<file path="config.mk">
export PLATFORM = sky130hd
export DESIGN_NAME = pe_packet_out
export DESIGN_NICKNAME = d
export VERILOG_FILES = /design/src/rtl/pe_packet_out_pkg.sv /design/src/rtl/pe_packet_fifo.sv /design/src/rtl/pe_packet_out.sv
export SDC_FILE = /design/constraint.sdc
export NUM_CORES = 1
export LEC_CHECK = 0
export BUFFER_PORTS_ARGS = -buffer_cell sky130_fd_sc_hd__buf_2
export CORE_MARGIN = 4
export CORE_UTILIZATION = 51
export CTS_CLUSTER_SIZE = 14
export DETAILED_ROUTE_END_ITERATION = 7
export GPL_TIMING_DRIVEN = 0
export PLACE_DENSITY = 0.8
export SYNTH_ARGS = -nofsm -noshare
export SYNTH_HDL_FRONTEND = slang
export SYNTH_HIERARCHICAL = 1
export SYNTH_SLANG_ARGS = --single-unit
</file>
<file path="constraint.sdc">
create_clock -name clk -period 3.6 [get_ports clk]
set_clock_uncertainty 0.2 [all_clocks]
set_input_delay 0.18 -clock clk [delete_from_list [all_inputs] [get_ports clk]]
set_output_delay 0.18 -clock clk [all_outputs]
set_load 0.01 [all_outputs]
</file>
<file path="src/rtl/pe_packet_out_pkg.sv">
// rtl/pe_packet_out_pkg.sv - shared network packet widths, field offsets and packet typedef
//
// Purpose: one place for the packet layout {x, y, message} (X in the MSBs),
// used by the outbound path, the router and the inbound path.
// Ports: none (package).
package pe_packet_out_pkg;

  localparam int COORD_BITS_DEF   = 1;
  localparam int MESSAGE_BITS_DEF = 32;
  localparam int PACKET_BITS_DEF  = 2 * COORD_BITS_DEF + MESSAGE_BITS_DEF;

  // Field offsets for the default layout; message sits at bit 0.
  localparam int MSG_LSB_DEF = 0;
  localparam int Y_LSB_DEF   = MESSAGE_BITS_DEF;
  localparam int X_LSB_DEF   = MESSAGE_BITS_DEF + COORD_BITS_DEF;

  typedef struct packed {
    logic [COORD_BITS_DEF-1:0]   x;
    logic [COORD_BITS_DEF-1:0]   y;
    logic [MESSAGE_BITS_DEF-1:0] msg;
  } packet_t;

  function automatic int packet_bits(input int coord_bits, input int message_bits);
    return 2 * coord_bits + message_bits;
  endfunction

endpackage

</file>
<file path="src/rtl/pe_packet_fifo.sv">
// rtl/pe_packet_fifo.sv - show-ahead packet FIFO with registered head
//
// Purpose: DEPTH-entry FIFO whose head word and valid are driven from flops.
// Ports:
//   clk, reset          clock, asynchronous active-high reset
//   wr_valid, wr_data   push request and data (ignored when full without a pop)
//   rd_valid, rd_data   registered head valid / head word
//   rd_ready            pop when rd_valid && rd_ready
//   full, count         registered occupancy flags
module pe_packet_fifo
  import pe_packet_out_pkg::*;
#(
  parameter int WIDTH = PACKET_BITS_DEF,
  parameter int DEPTH = 4
) (
  input  logic                       clk,
  input  logic                       reset,
  input  logic                       wr_valid,
  input  logic [WIDTH-1:0]           wr_data,
  output logic                       rd_valid,
  output logic [WIDTH-1:0]           rd_data,
  input  logic                       rd_ready,
  output logic                       full,
  output logic [$clog2(DEPTH+1)-1:0] count
);

  localparam int AW = $clog2(DEPTH);
  localparam int CW = $clog2(DEPTH + 1);

  logic [WIDTH-1:0] mem [DEPTH];
  logic [AW-1:0]    wr_ptr, rd_ptr, rd_ptr_n;
  logic [CW-1:0]    count_n, remain;
  logic [WIDTH-1:0] head_n;
  logic             push, pop;

  assign pop      = rd_valid & rd_ready;
  assign push     = wr_valid & (~full | pop);
  assign rd_ptr_n = rd_ptr + AW'(pop);   // power-of-two depth: wraps naturally
  assign remain   = count - CW'(pop);
  assign count_n  = remain + CW'(push);

  // Next head: when the only surviving entry is the one being pushed now,
  // bypass the write data; otherwise the entry at the advanced read pointer
  // is already in memory. An empty FIFO simply holds the old word.
  always_comb begin
    head_n = rd_data;
    if (count_n != '0) begin
      if (remain == '0) head_n = wr_data;
      else              head_n = mem[rd_ptr_n];
    end
  end

  always_ff @(posedge clk) begin
    if (push) mem[wr_ptr] <= wr_data;
  end

  always_ff @(posedge clk or posedge reset) begin
    if (reset) begin
      wr_ptr   <= '0;
      rd_ptr   <= '0;
      count    <= '0;
      full     <= 1'b0;
      rd_valid <= 1'b0;
      rd_data  <= '0;
    end else begin
      wr_ptr   <= wr_ptr + AW'(push);
      rd_ptr   <= rd_ptr_n;
      count    <= count_n;
      full     <= (count_n == CW'(DEPTH));
      rd_valid <= (count_n != '0);
      rd_data  <= head_n;
    end
  end

endmodule

</file>
<file path="src/rtl/pe_packet_out.sv">
// rtl/pe_packet_out.sv - PE outbound packet staging, commit/drop logic and injection FIFO
//
// Purpose: stages X/Y/message from write strobes, commits {x, y, msg} into a
// show-ahead FIFO on packet_complete, drops commits that find the FIFO full.
// Optional macro: PE_PACKET_OUT_DROP_COUNT_EN enables the drop counter;
// without it drop_count is tied to 0 (drops still happen).
// Ports:
//   clk, reset                           clock, asynchronous active-high reset
//   x_coord_in/_valid, y_coord_in/_valid destination coordinate strobes
//   message_in/_valid                    payload strobe
//   packet_complete                      commit strobe
//   packet_out/_valid/_ready             FIFO head towards the router
//   fifo_full, fifo_count, drop_count    status
module pe_packet_out
  import pe_packet_out_pkg::*;
#(
  parameter int COORD_BITS   = COORD_BITS_DEF,
  parameter int MESSAGE_BITS = MESSAGE_BITS_DEF,
  parameter int FIFO_DEPTH   = 4
) (
  input  logic                                clk,
  input  logic                                reset,
  input  logic [COORD_BITS-1:0]               x_coord_in,
  input  logic                                x_coord_in_valid,
  input  logic [COORD_BITS-1:0]               y_coord_in,
  input  logic                                y_coord_in_valid,
  input  logic [MESSAGE_BITS-1:0]             message_in,
  input  logic                                message_in_valid,
  input  logic                                packet_complete,
  output logic [2*COORD_BITS+MESSAGE_BITS-1:0] packet_out,
  output logic                                packet_out_valid,
  input  logic                                packet_out_ready,
  output logic                                fifo_full,
  output logic [$clog2(FIFO_DEPTH+1)-1:0]     fifo_count,
  output logic [15:0]                         drop_count
);

  localparam int PW = packet_bits(COORD_BITS, MESSAGE_BITS);

  logic [COORD_BITS-1:0]   stage_x, stage_y;
  logic [MESSAGE_BITS-1:0] stage_msg;
  logic                    msg_staged;
  logic [COORD_BITS-1:0]   commit_x, commit_y;
  logic [MESSAGE_BITS-1:0] commit_msg;
  logic                    commit;
  logic [PW-1:0]           commit_pkt;

  // Same-cycle strobes bypass the staging registers into the committed packet.
  assign commit_x   = x_coord_in_valid ? x_coord_in : stage_x;
  assign commit_y   = y_coord_in_valid ? y_coord_in : stage_y;
  assign commit_msg = message_in_valid ? message_in : stage_msg;
  assign commit     = packet_complete & (msg_staged | message_in_valid);
  assign commit_pkt = {commit_x, commit_y, commit_msg};

  always_ff @(posedge clk or posedge reset) begin
    if (reset) begin
      stage_x    <= '0;
      stage_y    <= '0;
      stage_msg  <= '0;
      msg_staged <= 1'b0;
    end else begin
      if (x_coord_in_valid) stage_x   <= x_coord_in;
      if (y_coord_in_valid) stage_y   <= y_coord_in;
      if (message_in_valid) stage_msg <= message_in;
      // A commit consumes the message, including one arriving that same cycle.
      if (commit)                msg_staged <= 1'b0;
      else if (message_in_valid) msg_staged <= 1'b1;
    end
  end

  // The FIFO itself rejects a push when full unless a pop frees the slot.
  pe_packet_fifo #(
    .WIDTH (PW),
    .DEPTH (FIFO_DEPTH)
  ) u_fifo (
    .clk      (clk),
    .reset    (reset),
    .wr_valid (commit),
    .wr_data  (commit_pkt),
    .rd_valid (packet_out_valid),
    .rd_data  (packet_out),
    .rd_ready (packet_out_ready),
    .full     (fifo_full),
    .count    (fifo_count)
  );

`ifdef PE_PACKET_OUT_DROP_COUNT_EN
  logic        drop;
  logic [15:0] drop_q;

  assign drop = commit & fifo_full & ~(packet_out_valid & packet_out_ready);

  always_ff @(posedge clk or posedge reset) begin
    if (reset)                          drop_q <= '0;
    else if (drop && drop_q != 16'hFFFF) drop_q <= drop_q + 16'd1;
  end

  assign drop_count = drop_q;
`else
  assign drop_count = '0;
`endif

endmodule

</file>
* Word-level counts from Yosys, hierarchy flattened
Memories as Yosys holds them, arrays and structs flattened. Cells that the tools add are included.
Word-level totals: memories kept 1, bits of input ports 41, register bits after elaboration 78, output and inout bits 55, memory bits (writable) 136
Memories:
- u_fifo.mem | depth 4, width 34, read ports 1, clocked after Yosys merged registers in 0, write ports 1, line pe_packet_fifo.sv:30 | logic [WIDTH-1:0] mem [DEPTH];
Cells by class: add/subtract/negate cells 4, reduce and logical (&&, ||, !) cells 3, multiplexer cells 8, eq/ne operators 1, bitwise gates (word level) 6
Operator list (count):
- $mux W34 | 1
- $mux W32 | 1
- $mux W1 | 6
- $add A2 B1 Y2 | 2
- $add A3 B1 Y3 | 1
- $and A1 B1 Y1 | 3
- $eq A3 B3 Y1 const B | 1
- $logic_not A3 Y1 | 1
- $reduce_bool A3 Y1 | 1
- $sub A3 B1 Y3 | 1
- $or A1 B1 Y1 | 2
- $reduce_bool A2 Y1 | 1
- $not A1 Y1 | 1

* Longest topological paths before layout
depth in word-level cells 5, depth in mapped cells 11

* Hierarchy
Netlist, hierarchy kept.
By module, submodules not included:
- pe_packet_fifo | instances 1, area an instance 7101.8 um2, cells each 399
- pe_packet_out | instances 1, area an instance 1580.3 um2, cells each 93

* Worst setup path before layout
Ideal clock, no wire load.
path type in2reg, start input port message_in_valid, end memory u_fifo/mem[0][0] in the netlist's numbering, enable pin, path slack -0.531 ns, data required time 2.925 ns, data arrival time 3.456 ns, stages 5, cells stage by stage buf_6 -> buf_12 -> o21a_1 -> a21boi_1 -> nor3b_1
Between the ends: longest elaborated chain between the ends 5
Ends and longest elaborated chain:
- from (decl) | line pe_packet_out.sv:28 | input logic message_in_valid,
- $or A1 B1 Y1 | line pe_packet_out.sv:52 | assign commit = packet_complete & (msg_staged | message_in_valid);
- $and A1 B1 Y1 | line pe_packet_out.sv:52
- named net commit | line pe_packet_out.sv:45 | logic commit;
- $and A1 B1 Y1 | line pe_packet_fifo.sv:37 | assign push = wr_valid & (~full | pop);
- $mux W1 | line pe_packet_fifo.sv:54 | if (push) mem[wr_ptr] <= wr_data;
- $mux W1 (not written as such) | line pe_packet_fifo.sv:54
- to (decl) | line pe_packet_fifo.sv:30
The timed path passes the listed nets, and every way through them passes these cells.

* Final worst setup path
start register msg_staged, end register u_fifo.rd_data[0]
Between the ends: longest elaborated chain between the ends 5
Ends and longest elaborated chain:
- from (decl) | line pe_packet_out.sv:42 | logic msg_staged;
- from (signal assigned) | line pe_packet_out.sv:60 | msg_staged <= 1'b0;
- from (signal assigned) | line pe_packet_out.sv:66 | if (commit) msg_staged <= 1'b0;
- from (signal assigned) | line pe_packet_out.sv:67 | else if (message_in_valid) msg_staged <= 1'b1;
- $or A1 B1 Y1 | line pe_packet_out.sv:52
- $and A1 B1 Y1 | line pe_packet_out.sv:52
- named net commit | line pe_packet_out.sv:45
- $and A1 B1 Y1 | line pe_packet_fifo.sv:37
- $add A3 B1 Y3 | line pe_packet_fifo.sv:40 | assign count_n = remain + CW'(push);
- $reduce_bool A3 Y1 | line pe_packet_fifo.sv:47 | if (count_n != '0) begin
- to (signal assigned) | line pe_packet_fifo.sv:71 | rd_data <= head_n;
- to (decl) | line pe_packet_fifo.sv:21 | output logic [WIDTH-1:0] rd_data,
The timed path passes the listed nets, and every way through them passes these cells. A chain may end at the register's enable or synchronous reset.

==> flow_summary.toml <==
[sta]
hold_viol = 0
fmax_mhz = 331.3
slew_headroom_pct = 35.54
rsz0062_at_grt = "no"
holdWs_ns = 0.01621
fin_crit_sh_pct = 83.84
setup_viol = 0
setup_ws_ns = 0.5817
period_minus_slack_ns = 3.018
worst_slew_pin_slew_ns = 0.9669
slew_viol_final = 0

[floorplan]
start_util_pct = 52.17
dieWidth_um = 138.5
die_y_um = 138.5
pin_count = 96
die_area_mm2 = 0.01918
coreArea_mm2 = 0.01664
rows = 47

[setup_path]
crit_required_ns = 3.73
cpMostUsedCell = "ha_1"
slowest_stage = "buf_1"
worstSetupPathType = "reg -> reg"
crit_family = "compound AO/OA/AOI/OAI gates"
critPathMaxFanout = 10
path_cells = "o21a_1 > a21boi_1 > ha_1 > ha_1 > xnor3_1 > nand2_1 > buf_1 > a31oi_1"
max_stage_delay_ns = 0.58
crit_buf_inv = 1
worstSetupEndpointType = "register"
cp-start-kind = "register"
arrival_ns = 3.14

[clock_tree]
postCtsSetupBuffers = 0
root_buffer = "clkbuf_16"
numCtsBuffers = 22
cts_max_level = 1
cts_buffer_depth = 3
cts_sinks = 214
insertion_delay_ns = 0.50
path_clk_slew_ns = 0.06
cts_hold_buf = 45
ctsResizeCount = 0
cts_tree = "yes"

[yosys]
synthCells = 492
synth_top_area_share_pct = 47.04
synth_cell_type_count = 32
yosysTopAreaCell = "edfxtp_1"
syn_avg_cell_area_um2 = 17.65
synth_top_cells_by_area = "edfxtp_1, dfrtp_1, mux4_1, mux2_4, nand2_1"
ys_warn_count = 6
synth_seq_area_share_pct = 69.52
synth_seq_cells = 214
syn_area_mm2 = 0.008682

[global_route]
grt_overflow = 0
antenna_found_initial = 0
track_usage_pct = 19.43
grt_pass1_wl_um = 29120
grt_pass1_vias = 5223
grt_max_degree = 36

[place]
place_congestion = 0.7848
port_buffers = 78
hpwl_um = 11350
pre_cts_slack_ns = 0.5205

[cells_and_area]
nets = 704
n_fill_cell = 1117
drive_gt1_share_pct = 31.75
diodes = 0
syn2layout_area_growth_pct = 23.14

[power]
irDropWorstVdd_mv = 0.4756
powerDensity_mw_per_mm2 = 839.9
p_leak_uw = 0.004352

[detailed_routing]
drt_first_iter_violations = 380
dr.pass1.iters = 5
drc = 0
wl_um = 18760
num_vias = 4864
post_drt_via_cell_ratio = 5.441
wl_per_cell_um = 20.98
ant_nets = 0

[outcome]
outcome = "finished, final reports clean"

[min_path]
hold_path_class = "in -> reg"

[job]
cap_violations = 0
==> per-layer routing <==
| metal | up-vias | track usage (%) | share of wire (%) |
|---|---|---|---|
| li1 | 2158 | - | - |
| met1 | 2455 | 24.43 | 39 |
| met5 | - | 0 | 0 |
| met2 | 201 | 33.81 | 52 |
| met4 | 0 | 7.332 | 3.0 |
| met3 | 50 | 3.557 | 6.4 |
==> layout by cell type (no fill, tap or decap), types with 5 or more instances in the layout <==
cell type / instances
a31oi_1: 24
a31oi_2: 10
buf_2: 87
buf_4: 19
buf_6: 7
clkbuf_16: 23
clkbuf_8: 7
conb_1: 16
dfrtp_1: 78
dlygate4sd3_1: 45
edfxtp_1: 136
ha_1: 5
inv_1: 6
mux2_2: 6
mux2_4: 28
mux4_1: 30
nand2_1: 71
nor2_1: 35
==> cell type report <==
| type | instances | area [µm²] | share of cell area (%) |
|---|---|---|---|
| inverter | 8 | 30.03 | 0.2809 |
| tap | 220 | 275.3 | 2.575 |
| timing repair buffer | 127 | 927.1 | 8.672 |
| sequential | 214 | 6036 | 56.45 |
| clock buffer | 32 | 659.4 | 6.167 |
| multi-input combinational | 244 | 2332 | 21.81 |
| clock inverter | 8 | 70.07 | 0.6554 |
| buffer | 41 | 361.6 | 3.382 |
==> report_power, final <==
group	switching (µW)	leakage, µW	internal, µW	total [µW]
clock network	905	0.000360	1340	2250
logic	1810	0.00184	1470	3280
registers	242	0.00215	3210	3450
==> stage by stage <==
step | utilization [%] | setup TNS (ns) | total power, µW | instances | cell area [µm²]
floorplan | - | 0 | 5682 | 507 | 8743
finish | 64.24 | 0 | 8980 | 894 | 10690
CTS | 64.24 | 0 | 9019 | 894 | 10690
global route | 64.24 | 0 | 9420 | 894 | 10690
detailed placement | 57.15 | 0 | 6689 | 809 | 9512
global placement | 56.54 | -45.17 | 6465 | 805 | 9409
==> synth_stat cells, drive strengths merged <==
library cell and count:
inv 8, xor2 2, nand2 71, edfxtp 136
nand3 1, o21ba 1, xnor3 1, a21boi 1
and3b 1, conb 1, nor3b 1, a31oi 34
o21a 1, mux4 34, nor3 1, ha 5
buf 39, nor2 36, mux2 34, clkbuf 2
xnor2 2, dfrtp 78, and3 2
==> registers in the layout, summed over array words and instances (netlist names) <==
register / count
msg_staged: 1
stage_msg: 32
stage_x: 1
stage_y: 1
u_fifo/count: 3
u_fifo/full: 1
u_fifo/mem: 136
u_fifo/rd_data: 34
u_fifo/rd_ptr: 2
u_fifo/rd_valid: 1
u_fifo/wr_ptr: 2
==> logic make-up after synthesis <==
kind of cell	share of synthesized area [%]
compound gates	3.459
xor+xnor	0.8792
fa+ha+maj	0.7206
buf+inv	4.511
flops	69.52
mux	15.74
other cells	0.04319
simple gates	5.130
==> final timing paths <==
kind / from / endpoint / slack [ns] / cells after the start
min reg2reg: msg_staged / msg_staged / 0.30 / 1
max in group asynchronous: reset / stage_msg[26] / 2.39 / 3
min in group asynchronous: reset / u_fifo/rd_data[12] / 0.04 / 3
min: message_in_valid / msg_staged / 0.02 / 3
max: msg_staged / u_fifo/rd_data[0] / 0.58 / 8
max reg2reg: msg_staged / u_fifo/rd_data[0] / 0.58 / 8
==> tightest hold or removal path, stage by stage <==
cell and delay [ns]:
buf_6 0.17, buf_12 0.18, o21ba_2 0.14
Note: power is estimated with default switching activity, not from simulation.
